File: src/rtl/cpu_datapath.sv
// cpu_datapath: beat-sequenced 8-bit datapath with W1/W2/W3 beat FSM, 4x8 register file,
// ALU with C/Z flags, PC/AR/IREG and a combinational external memory port.
module cpu_datapath (
    input  logic       CLK,
    input  logic       CLR,
    input  logic       QD,
    input  logic       LDZ,
    input  logic       LDC,
    input  logic       CIN,
    input  logic       DRW,
    input  logic       M,
    input  logic       ABUS,
    input  logic       SBUS,
    input  logic       MBUS,
    input  logic       PCINC,
    input  logic       PCADD,
    input  logic       ARINC,
    input  logic       LPC,
    input  logic       LAR,
    input  logic       LIR,
    input  logic       MEMW,
    input  logic       STOP,
    input  logic       SELCTL,
    input  logic       LONG,
    input  logic       SHORT,
    input  logic [3:0] S,
    input  logic [3:0] SEL,
    input  logic [7:0] SD,
    input  logic [7:0] MEM_RDATA,
    output logic       W1,
    output logic       W2,
    output logic       W3,
    output logic       RUN,
    output logic [3:0] IR,
    output logic       C,
    output logic       Z,
    output logic [7:0] MEM_ADDR,
    output logic [7:0] MEM_WDATA,
    output logic       MEM_WE,
    output logic [7:0] PC,
    output logic [7:0] AR,
    output logic [7:0] DBUS
);
    typedef enum logic [1:0] {beat_w1 = 2'd0, beat_w2 = 2'd1, beat_w3 = 2'd2} beat_t;
    beat_t beat, beat_n;
    logic run, qd_s0, qd_s1, qd_edge;
    logic [7:0] pc, ar, ireg, pc_n, ar_n, a_val, b_val, dbus;
    logic [7:0] regs [4];
    logic [1:0] ra, rb;
    logic [8:0] alu;
    logic c, z, cin;
    // beat state register; holds while the sequencer is stopped
    always_ff @(posedge CLK or negedge CLR) begin
        if (!CLR) beat <= beat_w1;
        else beat <= beat_n;
    end
    always_comb begin
        beat_n = !run ? beat :
                 beat == beat_w1 ? (SHORT ? beat_w1 : beat_w2) :
                 beat == beat_w2 ? (LONG ? beat_w3 : beat_w1) : beat_w1;
    end
    always_comb begin
        W1 = beat == beat_w1;
        W2 = beat == beat_w2;
        W3 = beat == beat_w3;
    end
    // QD is sampled twice so a press is seen as a single 0->1 edge; STOP beats a same-beat edge
    assign qd_edge = qd_s0 & ~qd_s1;
    always_ff @(posedge CLK or negedge CLR) begin
        if (!CLR) begin
            qd_s0 <= 1'b0;
            qd_s1 <= 1'b0;
            run   <= 1'b0;
        end else begin
            qd_s0 <= QD;
            qd_s1 <= qd_s0;
            run   <= ~STOP & (run | qd_edge);
        end
    end
    assign ra    = SELCTL ? SEL[3:2] : ireg[3:2];
    assign rb    = SELCTL ? SEL[1:0] : ireg[1:0];
    assign a_val = regs[ra];
    assign b_val = regs[rb];
    assign cin   = ~CIN;
    always_comb begin
        alu = 9'd0;
        case ({M, S})
            5'b0_1001: alu = {1'b0, a_val} + {1'b0, b_val} + {8'd0, cin};
            5'b0_0110: alu = {1'b0, a_val} + {1'b0, ~b_val} + {8'd0, cin};
            5'b0_0000: alu = {1'b0, a_val} + {8'd0, cin};
            5'b1_1011: alu = {1'b0, a_val & b_val};
            5'b1_1110: alu = {1'b0, a_val | b_val};
            5'b1_0110: alu = {1'b0, a_val ^ b_val};
            5'b1_1111: alu = {1'b0, a_val};
            5'b1_1010: alu = {1'b0, b_val};
            default:   alu = 9'd0;
        endcase
    end
    always_comb begin
        dbus = ABUS ? alu[7:0] : MBUS ? MEM_RDATA : SBUS ? SD : 8'h00;
        pc_n = LPC ? dbus : PCADD ? pc + {{4{ireg[3]}}, ireg[3:0]} : PCINC ? pc + 8'd1 : pc;
        ar_n = LAR ? dbus : ARINC ? ar + 8'd1 : ar;
    end
    // every architectural write happens only while running, at the edge closing the beat
    always_ff @(posedge CLK or negedge CLR) begin
        if (!CLR) begin
            pc   <= 8'h00;
            ar   <= 8'h00;
            ireg <= 8'h00;
            c    <= 1'b0;
            z    <= 1'b0;
            for (int i = 0; i < 4; i++) regs[i] <= 8'h00;
        end else if (run) begin
            if (DRW) regs[ra] <= dbus;
            if (LDC) c <= alu[8];
            if (LDZ) z <= alu[7:0] == 8'h00;
            if (LIR) ireg <= MEM_RDATA;
            pc <= pc_n;
            ar <= ar_n;
        end
    end
    assign RUN       = run;
    assign IR        = ireg[7:4];
    assign C         = c;
    assign Z         = z;
    assign PC        = pc;
    assign AR        = ar;
    assign DBUS      = dbus;
    assign MEM_ADDR  = LIR ? pc : ar;
    assign MEM_WDATA = dbus;
    assign MEM_WE    = MEMW & run;
endmodule

File: config.mk
export PLATFORM = sky130hd
export DESIGN_NAME = cpu_datapath
export DESIGN_NICKNAME = d
export VERILOG_FILES = /design/src/rtl/cpu_datapath.sv
export SDC_FILE = /design/constraint.sdc
export NUM_CORES = 1
export LEC_CHECK = 0
export ABC_AREA = 1
export BUFFER_PORTS_ARGS = -buffer_cell sky130_fd_sc_hd__buf_2
export CELL_PAD_IN_SITES_DETAIL_PLACEMENT = 0
export CELL_PAD_IN_SITES_GLOBAL_PLACEMENT = 1
export CORE_AREA = 2 2 156 158
export CTS_CLUSTER_SIZE = 14
export DETAILED_ROUTE_END_ITERATION = 16
export DIE_AREA = 0 0 158 160
export PLACE_DENSITY_LB_ADDON = 0.1
export SETUP_SLACK_MARGIN = 0.2
export SYNTH_ARGS = -nofsm -noshare
export SYNTH_HDL_FRONTEND = slang
export SYNTH_SLANG_ARGS = --single-unit
File: constraint.sdc
create_clock -name CLK -period 3.4 [get_ports CLK]
set_clock_uncertainty 0.05 [all_clocks]
set_input_delay 0.34 -clock CLK [delete_from_list [all_inputs] [get_ports CLK]]
set_output_delay 0.34 -clock CLK [all_outputs]
set_load 0.005 [all_outputs]
# Word-level counts from Yosys, hierarchy flattened
# Index checks and enable logic that the tools add are counted.
# word_totals
out_inout_bits	51
ff_bits	63
input_bits	46
# classes
bitwise_logic	13
eq_ne	9
reduce_logical	12
n_addsub	8
n_lt_le_gt_ge	3
muxes	25
# ops
op	n
$mux W8	14
$pmux W9 S8	1
$bmux W8 S2	2
$bwmux W32	1
$eq A5 B5 Y1 const B	5
$add A8 B8 Y9	2
$add A9 B1 Y9	2
$add A8 B1 Y8 const B	2
$demux W8 S2	1
$reduce_and A2 Y1	6
$mux W2	5
$add A8 B1 Y9	1
$add A8 B8 Y8	1
$and A8 B8 Y8	1
$logic_not A8 Y1	1
$not A8 Y8	1
$or A8 B8 Y8	1
$xor A8 B8 Y8	1
$ge A3 B3 Y1 const B	2
$not A2 Y3	2
$eq A5 B3 Y1 const B	1
$eq A5 B4 Y1 const B	1
$logic_not A5 Y1	1
$and A1 B1 Y1	3
other kinds (10)	12

# Logic depth before layout (Yosys ltp)
# Gate-level depths: netlist of run 1.
# depth
ltp_word	11
mapped_depth	26

# Worst setup path before layout of run 1
# Ideal clock, no wire load.
# synth_path
kind	input-to-output
start	in SELCTL
end	out MEM_WDATA[7]
t_arrival_ps	2873
stages	24
path_buffers	5
setup_slack_ps	137
required_ps	3010
path_cell_list	buf_6 -> inv_8 -> nand2_8 -> nand2_4 -> buf_8 -> buf_8 -> nand2_2 -> nand2_1 -> nand2_2 -> nand2_4 -> clkinv_2 -> ha_1 -> clkbuf_1 -> inv_1 -> a21oi_1 -> o21bai_1 -> a21oi_1 -> nand2_1 -> nand2_1 -> nand3_1 -> nand3_2 -> nand2_2 -> nand2_4 -> buf_4
# synth_via
elab_chain_len	10
elab_cells_between_ends	21
classes_between	5 x add/sub; 10 x mux; 6 x bitwise
# synth_lines
element	line	text
from (decl)	23	input logic SELCTL,
$mux W2	81	assign rb = SELCTL ? SEL[1:0] : ireg[1:0];
$not A2 Y3 (not written as such)	83	assign b_val = regs[rb];
$bmux W8 S2	83	
$mux W8 (not written as such) (2 in a row)	83	
$not A8 Y8	89	5'b0_0110: alu = {1'b0, a_val} + {1'b0, ~b_val} + {8'd0, cin};
$add A8 B8 Y9	89	
$add A9 B1 Y9	89	
$pmux W9 S8 (*)	87	case ({M, S})
$mux W8 (*)	100	dbus = ABUS ? alu[7:0] : MBUS ? MEM_RDATA : SBUS ? SD : 8'h00;
to (decl)	38	output logic [7:0] MEM_WDATA,
# Every way passes the cells marked *; elsewhere a longest branch is shown, timed or not. The select of a mux whose other input is x is not followed.

# Worst setup path in the final report of run 1
# layout_path
start	reg ireg[2]
end	out MEM_WDATA[6]
# layout_via
elab_chain_len	9
elab_cells_between_ends	15
classes_between	5 x add/sub; 6 x mux; 4 x bitwise
# layout_lines
element	line	text
from (decl)	47	logic [7:0] pc, ar, ireg, pc_n, ar_n, a_val, b_val, dbus;
from (signal assigned)	109	ireg <= 8'h00;
from (signal assigned)	117	if (LIR) ireg <= MEM_RDATA;
$mux W2 (*)	80	assign ra = SELCTL ? SEL[3:2] : ireg[3:2];
$not A2 Y3 (not written as such) (*)	82	assign a_val = regs[ra];
$bmux W8 S2 (*)	82	
$mux W8 (not written as such) (*) (2 in a row)	82	
$add A8 B8 Y9 (on tied branches)	89, 88	
$add A9 B1 Y9 (on tied branches)	89, 88	
$pmux W9 S8 (*)	87	
$mux W8 (*)	100	
# Marks and branches as above.

==> results.tsv, run 1 <==
metric	value	unit
status	finished, final reports clean	
worst_hold_launch	QD	
final_core_utilization	37.3	%
sw_frac_of_total	41.9	%
post-route-worst-setup-slack	0.0237	ns
slew_at_the_pin_with_the_worst_max_slew_slack	0.971	ns
setup_viol_count_final	0	
diodes	0	
power.internal	3.38	mW
clock_power_share	18.5	%
route.layer.met1.wl	10.7	mm
core_region_area	0.0238	mm^2
met3_length	716	um
remaining_overflow_grt	0	
post_synthesis_share_of_cell_area_spent_on_xor_and_xnor_gates	1.50	%
h-tree-depth	3	
initial_core_util	24.4	%
finalWeightedCongestion	0.823	
power.static_leakage	4.60	nW
cell_count_after_synthesis	881	
powerDensity	655	mW/mm^2
route.top_layer_used	met4	
ir_worst_vdd	0.264	mV
worst_setup_slack_before_clock_tree_synthesis	-0.149	ns
routed_wl	23.1	mm
routed-via-count	6392	
drv_slew	0	
drc	0	
synth-compound-area-share	16.2	%
io_buffers	96	
power_switching	2.43	mW
yosys.area_share.simple	34.1	%
syn_nets	964	
synth_top_family_by_area	simple AND/OR/NAND/NOR gates	
drtPass1Iterations	5	
clock_path_buffers	2	
finalWorstPathRequiredPeriod	3.38	ns
crit-reg2reg-launch	ireg[2]	
ant_nets	0	
io-pin-count	97	
max-slew-margin-rel	35.3	%
die_width	158	um
syn_to_final_growth	52.4	%
worstRegToRegCells	26	
worst-path-max-fanout	5	
maxCapViolations	0	
synth_area_per_cell	6.61	um^2
post-dp-hpwl	18.3	mm
nNetsFinal	1205	
power_share_of_the_sequential_group	19.8	%
worst_ep_arrival_time	2.99	ns
dp_cells	1395	
synthesis.area	0.00582	mm^2
fraction_of_power_consumed_by_combinational_cells	61.7	%
synth_cell_type_count	47	
tritoncts	done	
avgRoutedWirePerCell	15.9	um
timing.reg2reg.setup_slack	0.22	ns
avgViaCountPerCell	4.41	
synth.yosys.warnings	0	
first_iter_violations	284	
final-instance-count-excl-fill	1451	
ys_seq_area_share	27.1	%
post_route_cells_drive_above_1_share	40.3	%
proportion_of_synthesized_area_in_mux_cells	0.193	%
cp.required	3.01	ns
min_path_type	in -> reg	
hold-path-cell-count	1	
cts_num_sinks	63	
timing.final.hold_violations	0	
max_freq	296	MHz
antenna_violations_before_repair	0	
synth-seq-cells	63	
met2RoutedLength	11.2	mm
crit_path_end_kind	output port	
final_min_period_over_clock_period	99.3	%
die_area	0.0253	mm^2
clkSlewWorstSetupHoldPaths	0.06	ns
clk_root_buffer_cell	sky130_fd_sc_hd__clkbuf_16	
timing.setup.critical_path_class	reg -> out	
first_global_vias	6485	
wire_length_of_the_first_global_routing_pass	36.4	mm
design_power_total	5.81	mW
cts_inserted_buffers	9	
dieHeight	160	um
gr-usage-all-layers	19.0	%
grt_max_degree	36	
grt_setup_unrepaired	true	
synth_fa_ha_area_share	8.34	%
clock_latency	0.34	ns
r2r_end	PC[4]	
min_delay_worst_endpoint	qd_s0	
cp_startpoint_kind	flip-flop	
std_cell_rows	57	
layout make-up:
| type | count | area, um^2 |
|---|---|---|
| timing repair buffer | 263 | 1930 |
| multi-input combinational | 653 | 4100 |
| sequential | 63 | 1580 |
| tap | 324 | 405 |
| fill | 2637 | 14900 |
| clock inverter | 2 | 60.1 |
| clock buffer | 14 | 284 |
| inverter | 132 | 515 |
worst max path at each step:
| stage | depth (start not counted) | startpoint | slack (ns) | end |
|---|---|---|---|---|
| final | 19 | ireg[2] | 0.02 | MEM_WDATA[6] |
| after global routing | 21 | ireg[2] | -0.17 | DBUS[6] |
| after CTS | 17 | ireg[2] | 0.02 | MEM_WDATA[1] |
| after detailed placement | 18 | SELCTL | -0.15 | DBUS[1] |
| after global placement | 18 | SELCTL | -0.15 | MEM_WDATA[1] |
| after floorplan | 24 | SELCTL | 0.25 | MEM_WDATA[7] |
layer usage:
layer | track usage, % | vias to the layer above
met5 | 0 | -
met4 | 5.61 | 0
met3 | 2.55 | 23
met2 | 31.9 | 112
met1 | 25.3 | 2931
li1 | - | 3326
logic make-up after synthesis:
logic type      after synthesis
xor+xnor                     10
mux                           1
compound gates              167
fa+ha+maj                    37
buf+inv                     165
flops                        63
simple gates                438
worst max-delay path: stages (launching register included):
cell                       delay (ns)
sky130_fd_sc_hd__dfrtp_1         0.41
sky130_fd_sc_hd__buf_6           0.15
sky130_fd_sc_hd__nand2_8         0.06
sky130_fd_sc_hd__nand2_8         0.07
sky130_fd_sc_hd__buf_6           0.13
sky130_fd_sc_hd__o21ai_2         0.10
sky130_fd_sc_hd__nand2_1         0.07
sky130_fd_sc_hd__nand2_2         0.13
sky130_fd_sc_hd__inv_4           0.06
sky130_fd_sc_hd__ha_4            0.26
sky130_fd_sc_hd__a21oi_2         0.14
sky130_fd_sc_hd__inv_2           0.07
sky130_fd_sc_hd__a221oi_2        0.27
sky130_fd_sc_hd__nand2_1         0.11
sky130_fd_sc_hd__nand2_2         0.10
sky130_fd_sc_hd__nand3_2         0.09
sky130_fd_sc_hd__nand4_4         0.13
sky130_fd_sc_hd__nand2_4         0.07
sky130_fd_sc_hd__nand2_4         0.10
sky130_fd_sc_hd__buf_6           0.11
state kept, by name, summed over array words and instances (netlist names):
register / cells
AR: 8
C: 1
PC: 8
RUN: 1
Z: 1
beat: 2
ireg: 8
qd_s0: 1
qd_s1: 1
regs: 32
cell usage after synthesis, drive strengths merged:
library cell,instances,area (um^2)
a211oi,2,15.0
a21boi,1,7.51
a21o,1,7.51
a21oi,44,220
a221oi,1,8.76
a22oi,2,15.0
a32oi,1,16.3
buf,27,206
clkbuf,6,22.5
clkinv,1,5.00
dfrtp,63,1580
fa,3,60.1
ha,34,425
inv,131,499
mux2,1,11.3
nand2,279,1170
nand3,79,438
nand3b,1,7.51
nand4,11,75.1
nor2,58,240
nor3,7,35.0
nor4,2,12.5
o211ai,6,45.0
o21a,1,7.51
o21ai,98,532
o21bai,2,15.0
o22a,1,8.76
o22ai,6,37.5
o31ai,1,7.51
or2,1,6.26
xor2,10,87.6
timing repair:
item	in CTS	in global routing
endpoints found under the setup margin	40	38
setup buffers	26	13
cloned	1	0
pin swaps	45	48
hold buffers	0	0
gates resized for setup	124	82
power groups by stage:
stage          logic, mW  clock network, mW  registers, mW
4_1_cts             3.25               1.10           1.15
2_1_floorplan       1.54                  0           1.12
6_report            3.59               1.07           1.15
5_1_grt             3.95               1.14           1.19
3_3_place_gp        2.82                  0           1.16
3_5_place_dp        2.79                  0           1.16
through the flow:
stage                     setup TNS, ns  hold WS (ns)  area [um^2]
final                                 0        0.0466         8870
after global routing              -1.77        0.0363         8870
after CTS                             0        0.0375         8490
after detailed placement          -1.91         0.328         7460
after global placement            -2.15         0.320         7460
after floorplan                       0      -0.00559         5820
cells in the final DEF (no fill, tap or decap), types with 4 or more instances in the layout:
master / instances
sky130_fd_sc_hd__nand2_2: 38
sky130_fd_sc_hd__ha_2: 4
sky130_fd_sc_hd__nor2_1: 44
sky130_fd_sc_hd__inv_1: 105
sky130_fd_sc_hd__a21oi_1: 33
sky130_fd_sc_hd__ha_1: 21
sky130_fd_sc_hd__xor2_1: 10
sky130_fd_sc_hd__nor3_1: 5
sky130_fd_sc_hd__nor2_2: 8
sky130_fd_sc_hd__o21ai_2: 14
sky130_fd_sc_hd__o21ai_0: 52
sky130_fd_sc_hd__ha_4: 9
sky130_fd_sc_hd__nor2_4: 6
sky130_fd_sc_hd__o211ai_1: 6
sky130_fd_sc_hd__nand3_1: 59
sky130_fd_sc_hd__clkbuf_8: 4
sky130_fd_sc_hd__nand4_1: 10
sky130_fd_sc_hd__o22ai_1: 5
sky130_fd_sc_hd__inv_2: 21
sky130_fd_sc_hd__nand3_2: 17
sky130_fd_sc_hd__clkbuf_16: 9
sky130_fd_sc_hd__buf_2: 84
sky130_fd_sc_hd__nand2_1: 219
sky130_fd_sc_hd__dfrtp_1: 63
sky130_fd_sc_hd__buf_4: 141
sky130_fd_sc_hd__buf_6: 34
sky130_fd_sc_hd__a21oi_2: 8
sky130_fd_sc_hd__inv_4: 5
sky130_fd_sc_hd__o21ai_4: 4
sky130_fd_sc_hd__o21ai_1: 28
sky130_fd_sc_hd__nand2_4: 20
(Power assumes the default switching activity.)
==> inputs of run 2 (changes only) <==
--- a/config.mk
+++ b/config.mk
@@ -13,6 +13,7 @@
 export CTS_CLUSTER_SIZE = 14
 export DETAILED_ROUTE_END_ITERATION = 16
 export DIE_AREA = 0 0 158 160
+export GPL_TIMING_DRIVEN = 0
 export PLACE_DENSITY_LB_ADDON = 0.1
 export SETUP_SLACK_MARGIN = 0.2
 export SYNTH_ARGS = -nofsm -noshare
==> run 2 against run 1 <==
  * The run now ends with setup timing left
  * Maximum frequency fell by 8.5%
  * Combinational power shrank 3%
  * Utilization decreased by 1.3 points
  * Via count decreased by 1.1%
  * Largest cell class unchanged
==> results.tsv, run 2 (synthesis results as in run 1) <==
metric	value	unit	change
antenna_violations_before_repair	0		unchanged
final.hold.worst_slack	0.0530	ns	+0.00636 ns
worst_setup_slack_before_clock_tree_synthesis	-1.16	ns	-1.01 ns
clock_power_share	17.2	%	-1.3 points
clock_latency	0.34	ns	about the same
setup_viol_count_final	16		+16
syn_to_final_growth	47.2	%	
gr-usage-all-layers	19.0	%	+0.053 points
h-tree-depth	3		unchanged
dieHeight	160	um	unchanged
design_power_total	5.57	mW	-4.1%
largest_register_ff_count	32		unchanged
drtPass1Iterations	5		unchanged
largest_register_by_flop_count	regs		
post_route_cells_drive_above_1_share	36.4	%	-3.9 points
sw_frac_of_total	43.7	%	+1.8 points
crit_path_end_kind	output port		
drc	0		unchanged
ir_worst_vdd	0.248	mV	-5.7%
clkSlewWorstSetupHoldPaths	0.06	ns	about the same
post-route-worst-setup-slack	-0.289	ns	-0.313 ns
wire_length_of_the_first_global_routing_pass	36.5	mm	+0.45%
first_iter_violations	298		+4.9%
powerDensity	650	mW/mm^2	-0.75%
timing.setup.critical_path_class	reg -> out		
die_width	158	um	unchanged
nNetsFinal	1153		-4.3%
post-dp-hpwl	17.7	mm	-3.7%
routed_wl	23.6	mm	+2.1%
status	finished, violations left		
ant_nets	0		unchanged
worst_ep_arrival_time	3.30	ns	+0.31 ns
io-pin-count	97		unchanged
cp_startpoint_kind	flip-flop		
clock_path_buffers	2		unchanged
violations	setup timing		
finalWeightedCongestion	0.761		-7.6%
power_share_of_the_sequential_group	20.6	%	+0.8 points
min_delay_worst_endpoint	qd_s0		
worst-path-max-fanout	6		+1
max-slew-margin-rel	32.7	%	-2.6 points
power_switching	2.43	mW	about the same
avgRoutedWirePerCell	16.9	um	+6.0%
final_core_utilization	36.0	%	-1.3 points
worstRegToRegCells	28		+7.7%
std_cell_rows	57		unchanged
r2r_end	C		
timing.reg2reg.setup_slack	-0.16	ns	-0.38 ns
power.static_leakage	4.37	nW	-4.9%
grt_max_degree	62		+72%
remaining_overflow_grt	0		unchanged
cts_num_sinks	63		unchanged
worst_hold_launch	QD		
fraction_of_power_consumed_by_combinational_cells	62.2	%	+0.5 points
slew_at_the_pin_with_the_worst_max_slew_slack	1.01	ns	+0.0359 ns
critical-path-max-stage-delay	0.45	ns	+0.04 ns
initial_core_util	24.4	%	unchanged
io_buffers	95		-1.0%
crit-reg2reg-launch	ireg[2]		
mostFrequentLayoutCells	218 x sky130_fd_sc_hd__nand2_1, 102 x sky130_fd_sc_hd__inv_1, 95 x sky130_fd_sc_hd__buf_2		
grt_setup_unrepaired	true		
core_region_area	0.0238	mm^2	unchanged
die_area	0.0253	mm^2	unchanged
stdcell_area	0.00857	mm^2	-3.4%
layout.cells.most_common	sky130_fd_sc_hd__nand2_1		
placed_area	0.00674	mm^2	-9.7%
max_freq	271	MHz	-8.5%
routed-via-count	6319		-1.1%
cp.required	3.01	ns	about the same
cts_inserted_buffers	9		unchanged
first_global_vias	6250		-3.6%
diodes	0		unchanged
hold-path-cell-count	1		unchanged
min_path_type	in -> reg		
finalWorstPathRequiredPeriod	3.69	ns	+0.313 ns
maxCapViolations	0		unchanged
cp_common_cell	sky130_fd_sc_hd__nand2_4		
timing.final.hold_violations	0		unchanged
fillCellCount	2643		+0.23%
avgViaCountPerCell	4.52		+2.6%
tritoncts	done		
power.internal	3.14	mW	-7.0%
final_min_period_over_clock_period	109	%	+9.2 points
critical-path-slowest-cell	sky130_fd_sc_hd__dfrtp_2		
clk_root_buffer_cell	sky130_fd_sc_hd__clkbuf_16		
crit_path_cell_trace	nand2_8 -> nand2_8 -> buf_8 -> buf_12 -> buf_12 -> nor2_4 -> nand2_2 -> nand2_2 -> nor2_4 -> ha_4 -> clkbuf_16 -> nand2_4 -> inv_4 -> a221oi_4 -> nand3_2 -> nand3_2 -> nand4_4 -> nand2_4 -> nand2_4 -> buf_6 -> buf_6		
drv_slew	0		unchanged
-- run 2: changes by cell type in the layout (fill, tap and decap cells not counted), moves of 4 or more --
cell and delta:
sky130_fd_sc_hd__buf_4 -69, sky130_fd_sc_hd__buf_2 +11, sky130_fd_sc_hd__ha_2 -4, sky130_fd_sc_hd__a21oi_2 -4
sky130_fd_sc_hd__ha_1 +4, sky130_fd_sc_hd__nand3_2 -4, sky130_fd_sc_hd__buf_6 -8
-- run 2: layout make-up --
| type | instances | area [um^2] | area share (%) |
|---|---|---|---|
| buffer | 33 | 319 | 3.72 |
| clock buffer | 12 | 256 | 2.99 |
| clock inverter | 3 | 42.5 | 0.496 |
| inverter | 132 | 541 | 6.30 |
| multi-input combinational | 653 | 4120 | 48.1 |
| sequential | 63 | 1580 | 18.4 |
| tap | 324 | 405 | 4.73 |
| timing repair buffer | 178 | 1310 | 15.2 |
-- run 2: through the flow --
step / cells / TNS, ns
after CTS: 1385 / -2.86
after floorplan: 881 / 0
after detailed placement: 1301 / -25.70
after global routing: 1398 / -5.33
after global placement: 1300 / -26.23
final: 1398 / -2.45
-- run 2: repair_timing --
item	CTS	global route
endpoints found under the setup margin	66	53
gates cloned	6	0
pin swaps	54	39
endpoints found under the hold margin	2	0
hold buffers	1	0
resized for setup	164	54
setup buffers	62	13
-- run 2: worst max-delay path by stage --
stage	start	end	cells past startpoint
after floorplan	SELCTL	MEM_WDATA[7]	24
after global placement	ireg[2]	MEM_WDATA[1]	17
after detailed placement	ireg[2]	MEM_WDATA[1]	17
after CTS	ireg[2]	MEM_WDATA[6]	22
after global routing	ireg[2]	MEM_WDATA[6]	22
final	ireg[2]	MEM_WDATA[6]	21
-- run 2: power groups by stage --
stage	combinational [mW]	sequential (mW)	clock, mW
finish	3.47	1.15	0.957
global route	3.82	1.18	1.01
CTS	3.15	1.15	0.988
detailed placement	2.25	1.17	0
global placement	2.26	1.16	0
floorplan	1.54	1.12	0
-- run 2: critical path: cells and delay by family, from the launching register on --
kind                       cells  cell delay, ns
and+or+nand+nor               12            1.12
buffers and inverters          7            0.82
DFF                            1            0.45
AOI/OAI and AO/OA              1            0.29
adders and majority gates      1            0.25
-- run 2: metal layers --
| metal | GRT usage [%] | part of all wire [%] | up-vias |
|---|---|---|---|
| met5 | 0 | 0 | - |
| met2 | 31.6 | 48 | 92 |
| met3 | 2.69 | 2.8 | 19 |
| li1 | - | - | 3233 |
| met4 | 4.22 | 1.4 | 0 |
| met1 | 26.1 | 48 | 2975 |
==> inputs of run 3 (changes only) <==
--- a/config.mk
+++ b/config.mk
@@ -5,14 +5,13 @@
 export SDC_FILE = /design/constraint.sdc
 export NUM_CORES = 1
 export LEC_CHECK = 0
-export ABC_AREA = 1
 export BUFFER_PORTS_ARGS = -buffer_cell sky130_fd_sc_hd__buf_2
 export CELL_PAD_IN_SITES_DETAIL_PLACEMENT = 0
 export CELL_PAD_IN_SITES_GLOBAL_PLACEMENT = 1
-export CORE_AREA = 2 2 156 158
+export CORE_AREA = 2 2 153 155
 export CTS_CLUSTER_SIZE = 14
 export DETAILED_ROUTE_END_ITERATION = 16
-export DIE_AREA = 0 0 158 160
+export DIE_AREA = 0 0 155 157
 export GPL_TIMING_DRIVEN = 0
 export PLACE_DENSITY_LB_ADDON = 0.1
 export SETUP_SLACK_MARGIN = 0.2
==> run 3 against run 2 <==
  * The run still ends with setup timing left
  * Utilization up 0.85 points
  * Sequential power up 17%
  * Synthesized cell count fell by 32%
  * Clock power increased by 9.7%
  * Non-clock buffer count increased by 3
  * Wire length is 4.8% lower
  * Final cell count fell by 23%
  * Combinational power grew 56%
  * Maximum frequency down 14%
  * Register-to-register slack got worse by 0.37 ns
  * Critical path type unchanged
  * Largest power group unchanged
  * Highest routed layer unchanged
==> results.tsv, run 3 <==
metric	value	unit	change
min_path_type	in -> async		
yosys-top-cells-area	sky130_fd_sc_hd__dfrtp_1 28%, sky130_fd_sc_hd__mux2_2 9.4%, sky130_fd_sc_hd__ha_1 7.6%, sky130_fd_sc_hd__mux4_2 6.0%, sky130_fd_sc_hd__nor2_1 3.2%		
io_buffers	89		-6.3%
synth_cell_type_count	78		+66%
post-dp-hpwl	15.8	mm	-10%
worst_setup_slack_before_clock_tree_synthesis	-1.27	ns	-0.105 ns
r2r_end	regs[6]		
diodes	0		unchanged
antenna_violations_before_repair	0		unchanged
synthesis.area	0.00562	mm^2	-3.5%
yosys_most_used_dff	sky130_fd_sc_hd__dfrtp_1		
die_area	0.0243	mm^2	-3.7%
ant_nets	0		unchanged
io-pin-count	97		unchanged
std_cell_rows	55		-3.5%
cp_startpoint_kind	flip-flop		
syn_nets	681		-29%
most_frequent_cell_after_synthesis	sky130_fd_sc_hd__dfrtp_1		
final.hold.worst_slack	0.0453	ns	-0.00767 ns
cp_common_cell	sky130_fd_sc_hd__buf_6		
timing.final.hold_violations	0		unchanged
avgRoutedWirePerCell	21.0	um	+24%
synthTopCellsByCount	63 x sky130_fd_sc_hd__dfrtp_1, 48 x sky130_fd_sc_hd__nor2_1, 47 x sky130_fd_sc_hd__mux2_2, 42 x sky130_fd_sc_hd__nand2_1, 38 x sky130_fd_sc_hd__inv_1		
timing.reg2reg.setup_slack	-0.53	ns	-0.37 ns
routed-via-count	5515		-13%
slew_at_the_pin_with_the_worst_max_slew_slack	1.19	ns	+0.183 ns
netlist.area_leader.share	28.0	%	+0.97 points
setup_viol_count_final	64		+48
worstRegToRegCells	16		-43%
h-tree-depth	3		unchanged
async_reset_ff_share	100	%	unchanged
synth-seq-cells	63		unchanged
first_iter_violations	345		+16%
max_freq	233	MHz	-14%
post-route-worst-setup-slack	-0.893	ns	-0.604 ns
drv_slew	0		unchanged
critical-path-max-stage-delay	0.45	ns	about the same
final_min_period_over_clock_period	126	%	+18 points
powerDensity	941	mW/mm^2	+45%
clock_latency	0.35	ns	about the same
synth_top_cell_by_area	sky130_fd_sc_hd__dfrtp_1		
tritoncts	done		
core_region_area	0.0225	mm^2	-5.5%
synth_area_per_cell	9.40	um^2	+42%
largest_register_ff_count	32		unchanged
finalWeightedCongestion	0.866		+14%
clk_root_buffer_cell	sky130_fd_sc_hd__clkbuf_16		
dieHeight	157	um	-1.9%
largest_register_by_flop_count	regs		
initial_core_util	25.0	%	+0.54 points
nNetsFinal	863		-25%
violations	setup timing		
critical-path-slowest-cell	sky130_fd_sc_hd__mux4_2		
cell_count_after_synthesis	598		-32%
avgViaCountPerCell	5.15		+14%
first_global_vias	5430		-13%
mostFrequentLayoutCells	85 x sky130_fd_sc_hd__buf_2, 61 x sky130_fd_sc_hd__dfrtp_1, 58 x sky130_fd_sc_hd__buf_4		
cts_inserted_buffers	9		unchanged
power.static_leakage	3.49	nW	-20%
die_width	155	um	-1.9%
remaining_overflow_grt	0		unchanged
crit-reg2reg-launch	ireg[2]		
max-slew-margin-rel	20.0	%	-13 points
drc	0		unchanged
crit_path_end_kind	output port		
maxCapViolations	0		unchanged
syn_to_final_growth	47.5	%	
clkSlewWorstSetupHoldPaths	0.06	ns	about the same
cts_num_sinks	63		unchanged
grt_max_degree	64		+3.2%
finalWorstPathRequiredPeriod	4.29	ns	+0.604 ns
wire_length_of_the_first_global_routing_pass	34.0	mm	-6.8%
cp.required	3.01	ns	about the same
synth-edff-count	0		unchanged
crit_path_cell_trace	mux2_4 -> buf_12 -> mux4_2 -> buf_6 -> ha_4 -> clkbuf_16 -> o41ai_4 -> mux2_4 -> a221o_2 -> o21bai_4 -> inv_2 -> buf_6 -> buf_6		
grt_setup_unrepaired	true		
ir_worst_vdd	0.360	mV	+45%
worst_ep_arrival_time	3.90	ns	+0.60 ns
synth.yosys.warnings	0		unchanged
worst-path-max-fanout	6		unchanged
gr-usage-all-layers	18.7	%	-0.31 points
timing.setup.critical_path_class	reg -> out		
layout.cells.most_common	sky130_fd_sc_hd__buf_2		
post_route_cells_drive_above_1_share	48.5	%	+12 points
status	finished, violations left		
routed_wl	22.5	mm	-4.8%
drtPass1Iterations	6		+1
design_power_total	7.80	mW	+40%
ys_seq_area_share	28.0	%	+0.97 points
clock_path_buffers	2		unchanged
## run 3: cell count changes after synthesis, sizes merged, moves of 10 or more
cell,change
nand2,-237
inv,-91
o21ai,-69
nand3,-67
mux2,+48
mux2i,+21
clkbuf,+19
mux4,+15
nand2b,+10
nor2,-10
## run 3: metrics by stage
step	cells	utilization, %	setup TNS (ns)	area [um^2]
global route	1070	36.8	-33.71	8290
detailed placement	973	29.9	-43.92	6730
finish	1070	36.8	-26.82	8290
floorplan	598	-	-1.77	5910
CTS	1051	35.4	-22.44	7960
global placement	972	29.8	-42.69	6710
## run 3: worst max-delay path by stage
stage	end	cells past startpoint	startpoint	slack, ns
2_1_floorplan	MEM_WDATA[5]	11	SELCTL	-0.30
3_5_place_dp	MEM_WDATA[7]	14	SELCTL	-1.27
5_1_grt	MEM_WDATA[5]	15	ireg[2]	-1.02
6_report	MEM_WDATA[5]	13	ireg[2]	-0.89
3_3_place_gp	MEM_WDATA[7]	14	SELCTL	-1.26
4_1_cts	MEM_WDATA[5]	13	ireg[2]	-0.94
## run 3: per-layer routing
layer | wire (um) | track usage (%) | vias to the layer above
li1 | - | - | 2570
met1 | 10700 | 26.2 | 2779
met2 | 10600 | 30.2 | 141
met3 | 894 | 3.14 | 25
met4 | 350 | 4.50 | 0
met5 | 0 | 0 | -
## run 3: kinds of logic (layout without fill, tap and decap cells)
group,count (synthesis),after routing,share of synthesized area (%)
compound gates,148,148,19.0
mux,85,85,20.7
buf+inv,83,270,6.83
simple gates,171,171,15.1
flops,63,63,28.0
xor+xnor,11,11,1.71
fa+ha+maj,37,37,8.64
## run 3: where the power goes
group          internal, mW  total [mW]  switching, mW
combinational          2.80        5.40           2.60
sequential             1.02        1.35          0.323
clock                 0.652        1.05          0.400
## run 3: repair_timing
item | 4_1_cts | 5_1_grt
setup buffers | 62 | 19
endpoints found under the setup margin | 66 | 66
hold buffers | 0 | 0
resized for setup | 81 | 48
pin swaps | 33 | 22
## run 3: layout make-up
type                            count  area [um^2]
Buffer                             43          358
Clock buffer                        9          225
Clock inverter                      7          105
Fill cell                        2267        14200
Inverter                           40          158
Multi-Input combinational cell    452         4290
Sequential cell                    63         1580
Tap cell                          285          357
Timing Repair Buffer              171         1220
## run 3: worst max-delay path, delay by kind of cell, from the launching register on
family | cells | cell delay, ns
AO/OA/AOI/OAI | 3 | 1.10
multiplexers | 3 | 1.09
buffers and inverters | 6 | 0.73
flip-flops | 1 | 0.42
adder cells (fa/ha/maj) | 1 | 0.21
